$ cat src/rtl/gradient_builder.sv
// Full-image central-difference gradient engine: reads four clamped neighbours per pixel
// from a 2-cycle-latency image BRAM and writes halved x/y differences to two gradient BRAMs.
module gradient_builder #(
   parameter int DIMENSION = 64,
   parameter int BIT_DEPTH = 8
) (
   input  logic                                     clk,
   input  logic                                     rst_in,
   input  logic                                     start,
   output logic [$clog2(DIMENSION*DIMENSION)-1:0]   image_address,
   input  logic [BIT_DEPTH-1:0]                     image_pixel,
   output logic [$clog2(DIMENSION*DIMENSION)-1:0]   grad_address,
   output logic signed [BIT_DEPTH-1:0]              x_grad_out,
   output logic signed [BIT_DEPTH-1:0]              y_grad_out,
   output logic                                     grad_wea,
   output logic                                     busy,
   output logic                                     gradient_done
);

   localparam int AW = $clog2(DIMENSION*DIMENSION);
   localparam int CW = $clog2(DIMENSION);
   localparam logic [CW-1:0] ZERO_C = '0;
   localparam logic [CW-1:0] ONE_C  = CW'(1);
   localparam logic [CW-1:0] MAX_C  = CW'(DIMENSION-1);

   typedef enum logic [1:0] {
      IDLE  = 2'd0,
      FETCH = 2'd1,
      WRITE = 2'd2,
      DONE  = 2'd3
   } state_t;

   state_t                      r_state, w_next_state;
   logic [2:0]                  r_phase, w_next_phase;
   logic [CW-1:0]               r_x, r_y, w_next_x, w_next_y;
   logic [BIT_DEPTH-1:0]        r_left, r_right, r_up;
   logic [AW-1:0]               w_next_image_address, w_next_grad_address;
   logic signed [BIT_DEPTH-1:0] w_next_x_grad, w_next_y_grad;
   logic                        w_next_wea, w_next_busy, w_next_done;

   // Phase 0..3 select left, right, up, down; coordinates clamp at the image border.
   function automatic logic [AW-1:0] neighbour_addr(input logic [CW-1:0] x,
                                                    input logic [CW-1:0] y,
                                                    input logic [2:0]    phase);
      logic [CW-1:0] nx;
      logic [CW-1:0] ny;
      nx = x;
      ny = y;
      case (phase)
         3'd0:    nx = (x == ZERO_C) ? x : x - ONE_C;
         3'd1:    nx = (x == MAX_C)  ? x : x + ONE_C;
         3'd2:    ny = (y == ZERO_C) ? y : y - ONE_C;
         3'd3:    ny = (y == MAX_C)  ? y : y + ONE_C;
         default: begin
            nx = x;
            ny = y;
         end
      endcase
      return {ny, nx};
   endfunction

   // One extra bit holds the full difference; the halving shift brings it back in range.
   function automatic logic signed [BIT_DEPTH-1:0] half_diff(input logic [BIT_DEPTH-1:0] a,
                                                             input logic [BIT_DEPTH-1:0] b);
      logic signed [BIT_DEPTH:0] diff;
      diff = $signed({1'b0, a}) - $signed({1'b0, b});
      diff = diff >>> 1;
      return $signed(diff[BIT_DEPTH-1:0]);
   endfunction

   // Next-state, pixel walk and next values of every registered output.
   always_comb begin
      w_next_state         = r_state;
      w_next_phase         = r_phase;
      w_next_x             = r_x;
      w_next_y             = r_y;
      w_next_image_address = image_address;
      w_next_grad_address  = grad_address;
      w_next_x_grad        = x_grad_out;
      w_next_y_grad        = y_grad_out;

      case (r_state)
         IDLE: begin
            if (start) begin
               w_next_state = FETCH;
               w_next_phase = 3'd0;
               w_next_x     = ZERO_C;
               w_next_y     = ZERO_C;
            end else begin
               w_next_state = IDLE;
            end
         end
         FETCH: begin
            if (r_phase == 3'd5) begin
               w_next_state = WRITE;
               w_next_phase = 3'd0;
            end else begin
               w_next_phase = r_phase + 3'd1;
            end
         end
         WRITE: begin
            if ((r_x == MAX_C) && (r_y == MAX_C)) begin
               w_next_state = DONE;
            end else begin
               w_next_state = FETCH;
               w_next_phase = 3'd0;
               if (r_x == MAX_C) begin
                  w_next_x = ZERO_C;
                  w_next_y = r_y + ONE_C;
               end else begin
                  w_next_x = r_x + ONE_C;
               end
            end
         end
         DONE:    w_next_state = IDLE;
         default: w_next_state = IDLE;
      endcase

      if ((w_next_state == FETCH) && (w_next_phase < 3'd4)) begin
         w_next_image_address = neighbour_addr(w_next_x, w_next_y, w_next_phase);
      end else begin
         w_next_image_address = image_address;
      end

      // The down neighbour arrives on the last fetch cycle and is used straight from the bus.
      if ((r_state == FETCH) && (r_phase == 3'd5)) begin
         w_next_grad_address = {r_y, r_x};
         w_next_x_grad       = half_diff(r_right, r_left);
         w_next_y_grad       = half_diff(image_pixel, r_up);
      end else begin
         w_next_grad_address = grad_address;
      end

      w_next_wea  = (w_next_state == WRITE);
      w_next_busy = (w_next_state == FETCH) || (w_next_state == WRITE);
      w_next_done = (w_next_state == DONE);
   end

   // State, pixel position and registered outputs.
   always_ff @(posedge clk or negedge rst_in) begin
      if (!rst_in) begin
         r_state       <= IDLE;
         r_phase       <= 3'd0;
         r_x           <= ZERO_C;
         r_y           <= ZERO_C;
         image_address <= '0;
         grad_address  <= '0;
         x_grad_out    <= '0;
         y_grad_out    <= '0;
         grad_wea      <= 1'b0;
         busy          <= 1'b0;
         gradient_done <= 1'b0;
      end else begin
         r_state       <= w_next_state;
         r_phase       <= w_next_phase;
         r_x           <= w_next_x;
         r_y           <= w_next_y;
         image_address <= w_next_image_address;
         grad_address  <= w_next_grad_address;
         x_grad_out    <= w_next_x_grad;
         y_grad_out    <= w_next_y_grad;
         grad_wea      <= w_next_wea;
         busy          <= w_next_busy;
         gradient_done <= w_next_done;
      end
   end

   // Neighbour capture two cycles after each issued address.
   always_ff @(posedge clk or negedge rst_in) begin
      if (!rst_in) begin
         r_left  <= '0;
         r_right <= '0;
         r_up    <= '0;
      end else if (r_state == FETCH) begin
         case (r_phase)
            3'd2:    r_left  <= image_pixel;
            3'd3:    r_right <= image_pixel;
            3'd4:    r_up    <= image_pixel;
            default: r_left  <= r_left;
         endcase
      end else begin
         r_left <= r_left;
      end
   end

endmodule

$ cat config.mk
export PLATFORM = sky130hd
export DESIGN_NAME = gradient_builder
export DESIGN_NICKNAME = d
export VERILOG_FILES = /design/src/rtl/gradient_builder.sv
export SDC_FILE = /design/constraint.sdc
export NUM_CORES = 1
export LEC_CHECK = 0
export ABC_AREA = 1
export ABC_CLOCK_PERIOD_IN_PS = 2200
export CORE_ASPECT_RATIO = 1.75
export CORE_MARGIN = 2
export CORE_UTILIZATION = 25
export CTS_CLUSTER_SIZE = 14
export DETAILED_ROUTE_END_ITERATION = 10
export HOLD_SLACK_MARGIN = 0.02
export PLACE_DENSITY = 0.46
export SLEW_MARGIN = 15
export SYNTH_ARGS = -nofsm -noshare
export SYNTH_HDL_FRONTEND = slang
export SYNTH_SLANG_ARGS = --single-unit
$ cat constraint.sdc
create_clock -name clk -period 2.2 [get_ports clk]
set_input_delay 0.44 -clock clk [delete_from_list [all_inputs] [get_ports clk]]
set_output_delay 0.44 -clock clk [all_outputs]
set_load 0.05 [all_outputs]
After elaboration in Yosys (flattened, before gate mapping) --
Cells that the tools add are included.
Storage, ports and cells: register bits 84, input bits 11, word-level logic and storage cells 74, output and inout bits 43
Operators by class: add/sub/neg operators 9, equal/unequal tests 17, reductions and logical operators 11, multiplexer cells 22, $lt $le $gt $ge 1
Operators by type and width (count):
- 6-bit two-way mux | 10
- 6-bit one-hot mux with 2 select lines | 4
- 6-bit by 1-bit adder with 6-bit output (second input constant) | 4
- 6-bit == test (second input constant) | 4
- 8-bit by 8-bit subtractor with 9-bit output | 2
- 3-bit by 2-bit == test with 1-bit output (second input constant) | 4
- 6-bit logical NOT | 2
- 6-bit by 1-bit subtractor with 6-bit output (second input constant) | 2
- 3-bit two-way mux | 3
- 3-bit one-hot mux with 3 select lines | 1
- 2-bit == test (second input constant) | 4
- 2-bit one-hot mux with 4 select lines | 1
- 3-bit == test (second input constant) | 2
- 2-bit AND reduction | 3
- 2-bit by 1-bit == test with 1-bit output (second input constant) | 2
- 2-bit two-way mux | 2
- 3-bit by 1-bit adder with 3-bit output (second input constant) | 1
- 3-bit by 1-bit == test with 1-bit output (second input constant) | 1
- 1-bit logical AND | 3
- 3-bit logical NOT | 1
- 3-bit < comparator (second input constant) | 1
- 2-bit logical NOT | 1
- 1-bit logical OR | 1
- 1-bit two-way mux | 1

Logic depth before layout (Yosys ltp) --
word-level depth 7, depth in mapped cells 20

Least setup slack after synthesis --
OpenSTA, ideal clock, no wires.
path kind register -> register, start point register r_state[0], end point register image_address[9], setup slack -0.200 ns, cell stages (with the launch flop) 15, buffers on the path 2, arrival 2.282 ns, library setup time 0.119 ns, clock period less this slack 2.400 ns, cell sequence dfrtp_1 -> inv_1 -> nor2_4 -> inv_1 -> nor2_1 -> clkinv_1 -> clkbuf_1 -> nand2_1 -> inv_1 -> ha_1 -> nand2_1 -> inv_1 -> buf_4 -> or2_0 -> o21a_1
Between the ends: elaborated cells between the ends (all ways) 20, those cells by class add/sub: 2; order compare: 1; eq/ne: 7; mux: 7; reduce/logical: 3
RTL lines:
- start, declared | RTL line 33 | state_t r_state, w_next_state;
- start signal, assigned | RTL line 154 | r_state <= w_next_state;
- 2-bit == test, or another cell as far along | RTL line 82 | case (r_state)
- 2-bit one-hot mux with 4 select lines (*) | RTL line 82
- net w_next_state[1] | RTL line 33
- 2-bit by 1-bit == test with 1-bit output (*) | RTL line 119 | if ((w_next_state == FETCH) && (w_next_phase < 3'd4)) begin
- 1-bit logical AND (*) | RTL line 119
- end signal, assigned | RTL line 158 | image_address <= w_next_image_address;
- end, declared | RTL line 10 | output logic [$clog2(DIMENSION*DIMENSION)-1:0] image_address,
Mark *: on every way through the listed nets, which the timed path passes. The rest lies on a longest branch. A chain may end at the register's enable or synchronous reset.

Worst setup path in the final report --
start point register r_x[0], end point register image_address[10]
Between the ends: longest elaborated chain between the ends 7, elaborated cells between the ends (all ways) 21, those cells by class add/sub: 2; order compare: 1; eq/ne: 5; mux: 10; reduce/logical: 3
RTL lines:
- start, declared | RTL line 35 | logic [CW-1:0] r_x, r_y, w_next_x, w_next_y;
- start signal, assigned | RTL line 156 | r_x <= w_next_x;
- 6-bit == test (*) | RTL line 102, 107
- 6-bit two-way mux / 1-bit logical AND (equally long branches) | RTL line 107, 102
- 6-bit two-way mux (*) | RTL line 102 | if ((r_x == MAX_C) && (r_y == MAX_C)) begin
- 6-bit one-hot mux with 2 select lines (*) | RTL line 82
- net w_next_y[1] | RTL line 35
- 6-bit by 1-bit adder with 6-bit output, or another cell as far along | RTL line 53 | 3'd3: ny = (y == MAX_C) ? y : y + ONE_C;
- 6-bit two-way mux (on tied branches) | RTL line 53, 52
- 6-bit one-hot mux with 2 select lines (*) | RTL line 49 | case (phase)
Marked as above.

==> metrics.cfg <==
[layout]
final_area_mm2 = 0.00741
mostFrequentLayoutCells = nand2_1, buf_4, dfrtp_1, inv_1
synthToLayoutAreaGrowth_pct = 46.6
antenna-diode-count = 0
fill_cells = 2064
layout.core_utilization = 0.374
leading_cell_type_in_the_layout_fill_and_taps_excluded = nand2_1
layout-drive-gt1-share = 0.286
final_nets = 871
final-seq-area_mm2 = 0.00210
multi_input_area_mm2 = 0.00282

[clocking]
clk_transition_reported_paths_ps = 70
largest_buffer_count_on_any_clock_path = 2
post_cts_hold_buffer_count = 0
root_buffer = clkbuf_16
worst_skew_pair.late_latency_ps = 350
cts_tree = built
tritoncts_num_sinks = 84
tritoncts.num_buffers = 9
htreeDepth = 3

[logic_synthesis]
number_of_unique_standard_cell_types_used_by_synthesis = 40
number_of_synthesized_flops_with_an_enable_pin = 0
seq_area_frac_synth = 0.416
postSynthCellCount = 659
synth.net_count = 697
async_reset_ff_frac = 1.00
synthesis.yosys.warnings = 0
netlist_area_pre_place_mm2 = 0.00505
post_synth.cell_area_avg_um2 = 7.67
synthFlopType = dfrtp_1
synth.ff_latch_count = 84

[power_and_ir_drop]
power.ir.vdd_worst_v = 0.000923
share_comb_of_total_power = 0.600
seqPwrFrac = 0.242
switching_share = 0.468
power_density_mw_per_mm2 = 1380
total_leakage_power_nw = 3.73
power_w = 0.0102
power.switching_w = 0.00479
internal-power_w = 0.00545
power.share.clock = 0.157

[floorplan]
row_count = 68
core_area_mm2 = 0.0198
die_w_um = 111
pin_count = 54
die_h_um = 192
initial_core_util = 0.255
dieArea_mm2 = 0.0214

[global_routing]
overflow = 0
pin_count_of_the_biggest_net_entering_global_routing = 43
grtUsageTotal = 0.144
first_global_vias = 4982
wire_length_of_the_first_global_routing_pass_mm = 24.3
grt_antenna_before_repair = 0

[detailed_routing]
top_layer_used = met4
detail_route.wl_per_cell_um = 13.6
wl_met1_mm = 5.60
mean_number_of_vias_per_cell = 4.41
dr_wl_met2_mm = 8.34
detail_route.iter0.violations = 208
drt_wl_total_mm = 14.8
ant_nets = 0
detailed_router_iteration_count_before_antenna_repair = 4
drc = 0
total_via_count_in_the_routed_design = 4781
wl_met3_um = 381

[placement]
place_congestion = 0.855
post_dp_cell_area_mm2 = 0.00667
port_buffers = 53
dp_hpwl_mm = 11.2

[min_path]
hold_path_class = primary input to async pin

[timing]
tns_ps = -759
setup_slack_ps = -84.8
max_freq_mhz = 438
worst-slew-pin-transition_ps = 581
timing.max_slew.rel_slack = 0.611
finalCritPeriodShare = 1.04
fin_skew_ps = 8.46
grt_setup_unrepaired = yes
hold_violations = 0
finalMaxSlewViolations = 0
post-route-min-period_ps = 2280
timing.final.setup_violations = 12
hold_ws_ps = 55.4

[setup_path]
critical_path_peak_fanout = 4
startpoint_type = register
last_element_of_the_critical_path = image_address[10]
setup.worst_path.class = register to register
required_ps = 2450
rr_startpoint = r_x[0]
setup.worst_path.start = r_x[0]
reg2reg_depth = 18
crit_path_end_kind = register
worst-r2r-setup-slack_ps = -80
cp_data_arrival_time_ps = 2540
crit-reg2reg-capture = image_address[10]

[flow_run]
maxCapViolCount = 0

[outcome]
failed_checks = negative setup slack
outcome = complete, but fails checks

## routing by layer
metal	vias to the layer above	GRT usage
li1	2450	-
met4	0	0.0584
met1	2211	0.146
met3	29	0.0268
met5	-	0
met2	91	0.285
## power by group through the flow
stage                     clock network [W]  registers, W  logic, W
after floorplan                           0       0.00349   0.00287
after global placement                    0       0.00251   0.00588
after detailed placement                  0       0.00252   0.00590
after CTS                           0.00169       0.00250   0.00608
after global routing                0.00174       0.00257   0.00681
final                               0.00161       0.00248   0.00615
## what timing repair did
item / in CTS / in global routing
pin swaps: 25 / 12
buffers inserted: 13 / 14
resized for setup: 31 / 31
hold endpoints to repair: 0 / 0
endpoints found under the setup margin: 12 / 17
## stage by stage
stage / std cells / worst slack (ps)
finish: 1083 / -84.8
global route: 1083 / -261
CTS: 1069 / -72.3
detailed placement: 1040 / -415
global placement: 1040 / -380
floorplan: 659 / -61.1
## worst min path at each step
stage	startpoint	endpoint	slack [ps]	cells after the start
floorplan	rst_in	busy	140	0
global placement	rst_in	x_grad_out[0]	450	1
detailed placement	rst_in	grad_address[5]	450	1
CTS	rst_in	grad_address[5]	60	1
global route	rst_in	grad_address[0]	90	1
finish	rst_in	grad_address[4]	60	1
## cell type report
class,instances,share of cell area
Sequential cell,84,0.284
Timing Repair Buffer,175,0.202
Multi-Input combinational cell,466,0.381
Clock inverter,6,0.00945
Clock buffer,10,0.0322
Tap cell,245,0.0414
Inverter,97,0.0503
## cell families after synthesis
group,Yosys count,synth area share
AND/OR/NAND/NOR,330,0.302
buffers and inverters,109,0.0839
AO/OA/AOI/OAI,98,0.109
flip-flops,84,0.416
adder cells (fa/ha/maj),27,0.0698
XOR/XNOR,11,0.0191
## state kept, by name, indices dropped and copies added (netlist names)
| name | cells |
|---|---|
| busy | 1 |
| grad_address | 12 |
| grad_wea | 1 |
| gradient_done | 1 |
| image_address | 12 |
| r_left | 8 |
| r_phase | 3 |
| r_right | 8 |
| r_state | 2 |
| r_up | 8 |
| r_x | 6 |
| r_y | 6 |
| x_grad_out | 8 |
| y_grad_out | 8 |
## critical path, stage by stage, from the launching register on
cell	delay, ps
dfrtp_1	350
ha_2	180
nand2_1	50
nor2_1	110
nand2_2	140
buf_4	170
o21ai_2	110
nand3_2	110
nand2_4	120
inv_4	40
buf_4	130
ha_4	150
inv_2	70
nor2_4	40
xor2_1	160
nand2_1	80
nand3_2	60
nand2_1	60
inv_1	40
## synth_stat cells, types with 2 or more instances
cell type,n,area [um^2]
a31oi_1,3,18.8
o21a_1,2,15.0
a21oi_2,3,26.3
a21oi_4,2,32.5
ha_1,25,313
or2_2,5,31.3
inv_1,88,330
o21ai_0,60,300
nand3_1,49,245
nor2_4,7,78.8
nand2_2,10,62.6
inv_2,5,18.8
fa_1,2,40.0
o21ai_1,4,20.0
nor2_2,6,37.5
nor2_1,49,184
nand4_1,8,50.1
clkbuf_1,9,33.8
a21oi_1,19,95.1
xor2_1,10,87.6
clkinv_1,2,7.51
dfrtp_1,84,2100
nand3_2,5,50.1
clkinv_2,2,10.0
nand2_1,181,679
nand3_4,2,35.0
or2_0,4,25.0
Note: power is estimated with default switching activity, not from simulation.
